File: config.mk
export PLATFORM = sky130hd
export DESIGN_NAME = pulse_gen_multi
export DESIGN_NICKNAME = d
export VERILOG_FILES = /design/src/rtl/pulse_gen_pkg.sv /design/src/rtl/pulse_gen_chan.sv /design/src/rtl/pulse_gen_multi.sv
export SDC_FILE = /design/constraint.sdc
export NUM_CORES = 2
export LEC_CHECK = 0
export BUFFER_PORTS_ARGS = -buffer_cell sky130_fd_sc_hd__buf_2
export CAP_MARGIN = 20
export CORE_MARGIN = 3
export CORE_UTILIZATION = 45
export CTS_CLUSTER_SIZE = 12
export DETAILED_ROUTE_END_ITERATION = 10
export PLACE_DENSITY_LB_ADDON = 0.3
export SLEW_MARGIN = 20
export SYNTH_ARGS = -nofsm -noshare
export SYNTH_HDL_FRONTEND = slang
export SYNTH_HIERARCHICAL = 1
export SYNTH_SLANG_ARGS = --single-unit
File: constraint.sdc
create_clock -name clk -period 5.8 [get_ports clk]
set_clock_uncertainty 0.1 [all_clocks]
set_input_delay 0.87 -clock clk [delete_from_list [all_inputs] [get_ports clk]]
set_output_delay 0.87 -clock clk [all_outputs]
set_load 0.01 [all_outputs]
File: src/rtl/pulse_gen_pkg.sv
// Shared definitions for the multi-channel pulse generator.
package pulse_gen_pkg;

  typedef enum logic {
    ST_IDLE = 1'b0,
    ST_RUN  = 1'b1
  } state_t;

  localparam int DEFAULT_CNT_W = 32;

endpackage

File: src/rtl/pulse_gen_chan.sv
// One pulse generator channel: latches its config on start, then emits
// periodic pulses until stopped or until the programmed burst completes.
module pulse_gen_chan
  import pulse_gen_pkg::*;
#(
  parameter int CNT_W = DEFAULT_CNT_W
) (
  input  logic             clk,
  input  logic             rst,
  input  logic             en,
  input  logic             start,
  input  logic             stop,
  input  logic [CNT_W-1:0] period,
  input  logic [CNT_W-1:0] width,
  input  logic [CNT_W-1:0] burst,
  output logic             pulse,
  output logic             busy,
  output logic             done
);

  localparam logic [CNT_W-1:0] ONE = CNT_W'(1);

  state_t           state, state_nxt;
  logic [CNT_W-1:0] cnt, cnt_nxt;
  logic [CNT_W-1:0] npulse, npulse_nxt;
  logic [CNT_W-1:0] per_l, per_nxt;
  logic [CNT_W-1:0] wid_l, wid_nxt;
  logic [CNT_W-1:0] bst_l, bst_nxt;
  logic             pulse_nxt;
  logic             done_nxt;

  logic [CNT_W-1:0] per_eff;
  logic             last_cyc;
  logic             burst_end;

  // A zero period is treated as a one-cycle period.
  assign per_eff   = (per_l == '0) ? ONE : per_l;
  assign last_cyc  = (cnt == per_eff - ONE);
  assign burst_end = (bst_l != '0) && last_cyc && (npulse == bst_l - ONE);
  assign busy      = (state == ST_RUN);

  always_ff @(posedge clk or posedge rst) begin
    if (rst) begin
      state  <= ST_IDLE;
      cnt    <= '0;
      npulse <= '0;
      per_l  <= '0;
      wid_l  <= '0;
      bst_l  <= '0;
      pulse  <= 1'b0;
      done   <= 1'b0;
    end else begin
      state  <= state_nxt;
      cnt    <= cnt_nxt;
      npulse <= npulse_nxt;
      per_l  <= per_nxt;
      wid_l  <= wid_nxt;
      bst_l  <= bst_nxt;
      pulse  <= pulse_nxt;
      done   <= done_nxt;
    end
  end

  always_comb begin
    state_nxt  = state;
    cnt_nxt    = cnt;
    npulse_nxt = npulse;
    per_nxt    = per_l;
    wid_nxt    = wid_l;
    bst_nxt    = bst_l;
    pulse_nxt  = pulse;
    done_nxt   = 1'b0;

    unique case (state)
      ST_IDLE: begin
        pulse_nxt = 1'b0;
        if (start && !stop && en) begin
          state_nxt  = ST_RUN;
          per_nxt    = period;
          wid_nxt    = width;
          bst_nxt    = burst;
          cnt_nxt    = '0;
          npulse_nxt = '0;
          pulse_nxt  = (width != '0);
        end
      end

      ST_RUN: begin
        // Abort takes priority and ignores the enable.
        if (stop) begin
          state_nxt = ST_IDLE;
          pulse_nxt = 1'b0;
        end else if (en) begin
          if (last_cyc) begin
            cnt_nxt    = '0;
            npulse_nxt = npulse + ONE;
            pulse_nxt  = (wid_l != '0);
            if (burst_end) begin
              state_nxt = ST_IDLE;
              pulse_nxt = 1'b0;
              done_nxt  = 1'b1;
            end
          end else begin
            cnt_nxt   = cnt + ONE;
            pulse_nxt = ((cnt + ONE) < wid_l);
          end
        end
      end

      default: begin
        state_nxt = ST_IDLE;
        pulse_nxt = 1'b0;
      end
    endcase
  end

endmodule

File: src/rtl/pulse_gen_multi.sv
// Multi-channel pulse generator: slices the packed config buses and
// instantiates one independent channel per lane.
module pulse_gen_multi
  import pulse_gen_pkg::*;
#(
  parameter int NUM_CH = 4,
  parameter int CNT_W  = DEFAULT_CNT_W
) (
  input  logic                    clk,
  input  logic                    rst,
  input  logic                    en,
  input  logic [NUM_CH-1:0]       start,
  input  logic [NUM_CH-1:0]       stop,
  input  logic [NUM_CH*CNT_W-1:0] period,
  input  logic [NUM_CH*CNT_W-1:0] width,
  input  logic [NUM_CH*CNT_W-1:0] burst,
  output logic [NUM_CH-1:0]       pulse,
  output logic [NUM_CH-1:0]       busy,
  output logic [NUM_CH-1:0]       done
);

  for (genvar i = 0; i < NUM_CH; i++) begin : g_chan
    pulse_gen_chan #(
      .CNT_W (CNT_W)
    ) u_chan (
      .clk    (clk),
      .rst    (rst),
      .en     (en),
      .start  (start[i]),
      .stop   (stop[i]),
      .period (period[i*CNT_W +: CNT_W]),
      .width  (width[i*CNT_W +: CNT_W]),
      .burst  (burst[i*CNT_W +: CNT_W]),
      .pulse  (pulse[i]),
      .busy   (busy[i]),
      .done   (done[i])
    );
  end

endmodule

==> qor.txt <==
Die Wd: 316 um
commonest cells in the netlist: nand2_1 (1137), dfrtp_1 (652), clkbuf_1 (246)
critical-path maximum fanout: 23
Max rail drop VDD: 0.258 mV
vias per cell: 5.91
status: finished, final reports clean
drt drc: 0
max incr delay on CP: 0.65 ns
unrepaired setup endpoints after global routing: no
Antenna Nets Post-Route: 0
post-cts resize count: 0
reg2reg setup slack: 0.59 ns
# Max-Cap Violations: 0
Hold Vio Cnt, Final: 0
critical path required time: 6.27 ns
critical path class: register to register
WL/cell: 19.3 um
vias in the first global route: 37.7k
Pre-antenna DRT Iters: 6
Placed Cells incl. Taps: 6599
PwrDens: 288 nW/um^2
worst hold path class: primary input to register
total gr overflow: 0
Yosys top cell area share: 37.6%
hold_ws: 0.303 ns
Area Growth Syn to Fin: 12.5%
Slew HR: 25.2%
Synth area leaders: dfrtp_1 (38%), nand2_1 (9.8%), xnor2_1 (4.6%)
final worst-path cycle share: 89.8%
Worst EP arrival: 5.68 ns
TritonCTS clock tree: yes
largest net degree at the start of global routing: 99
Pleak: 22.3 nW
reg2reg end: g_chan[3].u_chan/npulse[3]
Clock transition at path regs: 0.06 ns
worst r2r path cells: 16
Synth Flop Type: dfrtp_1
die area: 100000 um^2
FP Rows: 113
Syn Nets: 5723
Setup Fix Bufs, Post-CTS: 0
I/O pin cnt: 407
Pwr Total: 0.0141 W
CTS Buf Count: 79
DP Wirelength: 96400 um
Non-Filler Instances: 6741
initial DRC count: 3308
initial antenna violation count: 6
Fillers: 9110
Synth area leader: dfrtp_1
Slew @ Worst Pin: 1.09 ns
final wirelength: 130000 um
Synth Warn #: 6
initial core utilization: 45.5%
Critical Path End Type: register
minimum clock period: 5.21 ns
CP Depth: 16
worst-path cell chain: nor3_1, nand4_1, nor2_1, a21oi_1, ha_1, or4b_2, nor4_4, nand3_1, mux2i_1, or4_1, nor4_4, buf_4, nand3_1, buf_4, or4_1, o211ai_1
slowest CP cell: or4b_2
Cells after Synth: 5184
Die H: 316 um
Post-synth EDFFs: 0
Max Slew Vio Count: 0
# setup viols final: 0
first-pass GRT wire length: 205000 um
Core ar.: 95300 um^2
setup_tns: 0 ns
count leader, synth: nand2_1
worst setup path endpoint: g_chan[3].u_chan/npulse[3]
GRT Total Usage: 25.3%
IO buf count: 406
share of cells above drive strength 1: 12.8%
pre-CTS setup slack: 0.670 ns
CP Launch Type: register
synth unique cells: 97
H-tree depth: 3
Syn Area/Cell: 8.36 um^2
asr flop ratio synth: 100%
hold buffers post-CTS: 0
FMAX: 192 MHz
Worst Path Buf+Inv: 2
nets: 5954
family with the most delay on the worst path: simple AND/OR/NAND/NOR gates
Final Wtd Congestion: 0.965
sequential area share after synthesis: 37.6%
Worst Setup SP: g_chan[3].u_chan/per_l[13]
worst r2r src: g_chan[3].u_chan/per_l[13]
slack of the critical path: 0.592 ns
maximum buffer depth of the clock tree: 3
clock sinks: 652
number of synthesized register bits: 652
Clk Latency, worst-skew pair: 0.65 ns
CTS root buffer: clkbuf_16
via count: 39.8k
Mapped Area: 43300 um^2
## cell families (layout without fill, tap and decap cells)
logic type      Yosys count  after routing  share of synthesized area [%]
xor+xnor                406            406                           8.20
buf+inv                 492            780                           4.52
other cells               0              4                              0
flops                   652            652                           37.6
mux                      49             49                           1.16
simple gates           2525           2525                           29.6
fa+ha+maj               144            144                           4.16
compound gates          916            916                           14.8
## report_power, final
| group | internal, W | switching (W) | leakage [nW] |
|---|---|---|---|
| Combinational | 0.00130 | 0.00187 | 12.6 |
| Clock | 0.00292 | 0.00203 | 1.24 |
| Sequential | 0.00511 | 0.000826 | 8.50 |
| Total | 0.00933 | 0.00472 | 22.3 |
## stage by stage
step           cell area (um^2)  utilization, %
5_1_grt                   48800            51.2
3_5_place_dp              46200            48.5
3_3_place_gp              46200            48.5
4_1_cts                   48800            51.2
6_report                  48800            51.2
2_1_floorplan             43300               -
## metal layers
layer	share of wire (%)	track usage, %	wire, um
met5	0	0	0
met1	45	34.9	58000
met4	3.8	9.80	4890
met2	46	40.6	60200
met3	5.3	3.43	6830
## placed cells by master, fill, tap and decap left out, drive strengths merged, types with 47 or more instances in the layout
master / netlist / routed
a21oi: 117 / 117
a22o: 47 / 47
a31oi: 69 / 69
a32o: 54 / 54
and3: 114 / 114
buf: 65 / 461
clkbuf: 246 / 109
dfrtp: 652 / 652
ha: 144 / 144
inv: 181 / 186
nand2: 1138 / 1138
nand3: 223 / 223
nand4: 140 / 140
nor2: 206 / 206
nor3: 112 / 112
nor4: 184 / 184
o211ai: 105 / 105
o21ai: 237 / 237
or4: 110 / 110
xnor2: 228 / 228
xor2: 178 / 178
## worst min-delay path by stage
| stage | cells after the start | from | end |
|---|---|---|---|
| 6_report | 3 | burst[100] | g_chan[3].u_chan/bst_l[4] |
| 5_1_grt | 3 | burst[90] | g_chan[2].u_chan/bst_l[26] |
| 4_1_cts | 3 | period[102] | g_chan[3].u_chan/per_l[6] |
| 3_5_place_dp | 2 | g_chan[1].u_chan/per_l[27] | g_chan[1].u_chan/per_l[27] |
| 3_3_place_gp | 2 | g_chan[0].u_chan/bst_l[22] | g_chan[0].u_chan/bst_l[22] |
| 2_1_floorplan | 2 | g_chan[1].u_chan/wid_l[0] | g_chan[1].u_chan/wid_l[0] |
## cell type report
| cell class | instances | area [um^2] | area share (%) |
|---|---|---|---|
| Multi-Input combinational cell | 4040 | 25200 | 51.6 |
| Sequential cell | 652 | 16300 | 33.5 |
| Tap cell | 1265 | 1580 | 3.25 |
| Antenna cell | 4 | 10.0 | 0.0205 |
| Clock inverter | 29 | 309 | 0.634 |
| Timing Repair Buffer | 461 | 2440 | 5.01 |
| Inverter | 181 | 699 | 1.43 |
| Clock buffer | 109 | 2240 | 4.59 |
## registers in the layout, summed over array words and instances (netlist names)
signal	cells
g_chan.u_chan/bst_l	128
g_chan.u_chan/busy	4
g_chan.u_chan/cnt	128
g_chan.u_chan/done	4
g_chan.u_chan/npulse	128
g_chan.u_chan/per_l	128
g_chan.u_chan/pulse	4
g_chan.u_chan/wid_l	128
## worst register-to-register path, stage by stage (launching register included)
cell and delay [ns]:
dfrtp_1 0.52, nor3_1 0.16, nand4_1 0.25, nor2_1 0.16, a21oi_1 0.20, ha_1 0.33
or4b_2 0.65, nor4_4 0.32, nand3_1 0.16, mux2i_1 0.15, or4_1 0.58, nor4_4 0.31
buf_4 0.34, nand3_1 0.13, buf_4 0.20, or4_1 0.47, o211ai_1 0.10
No activity file was read; power rests on OpenSTA's default activity.
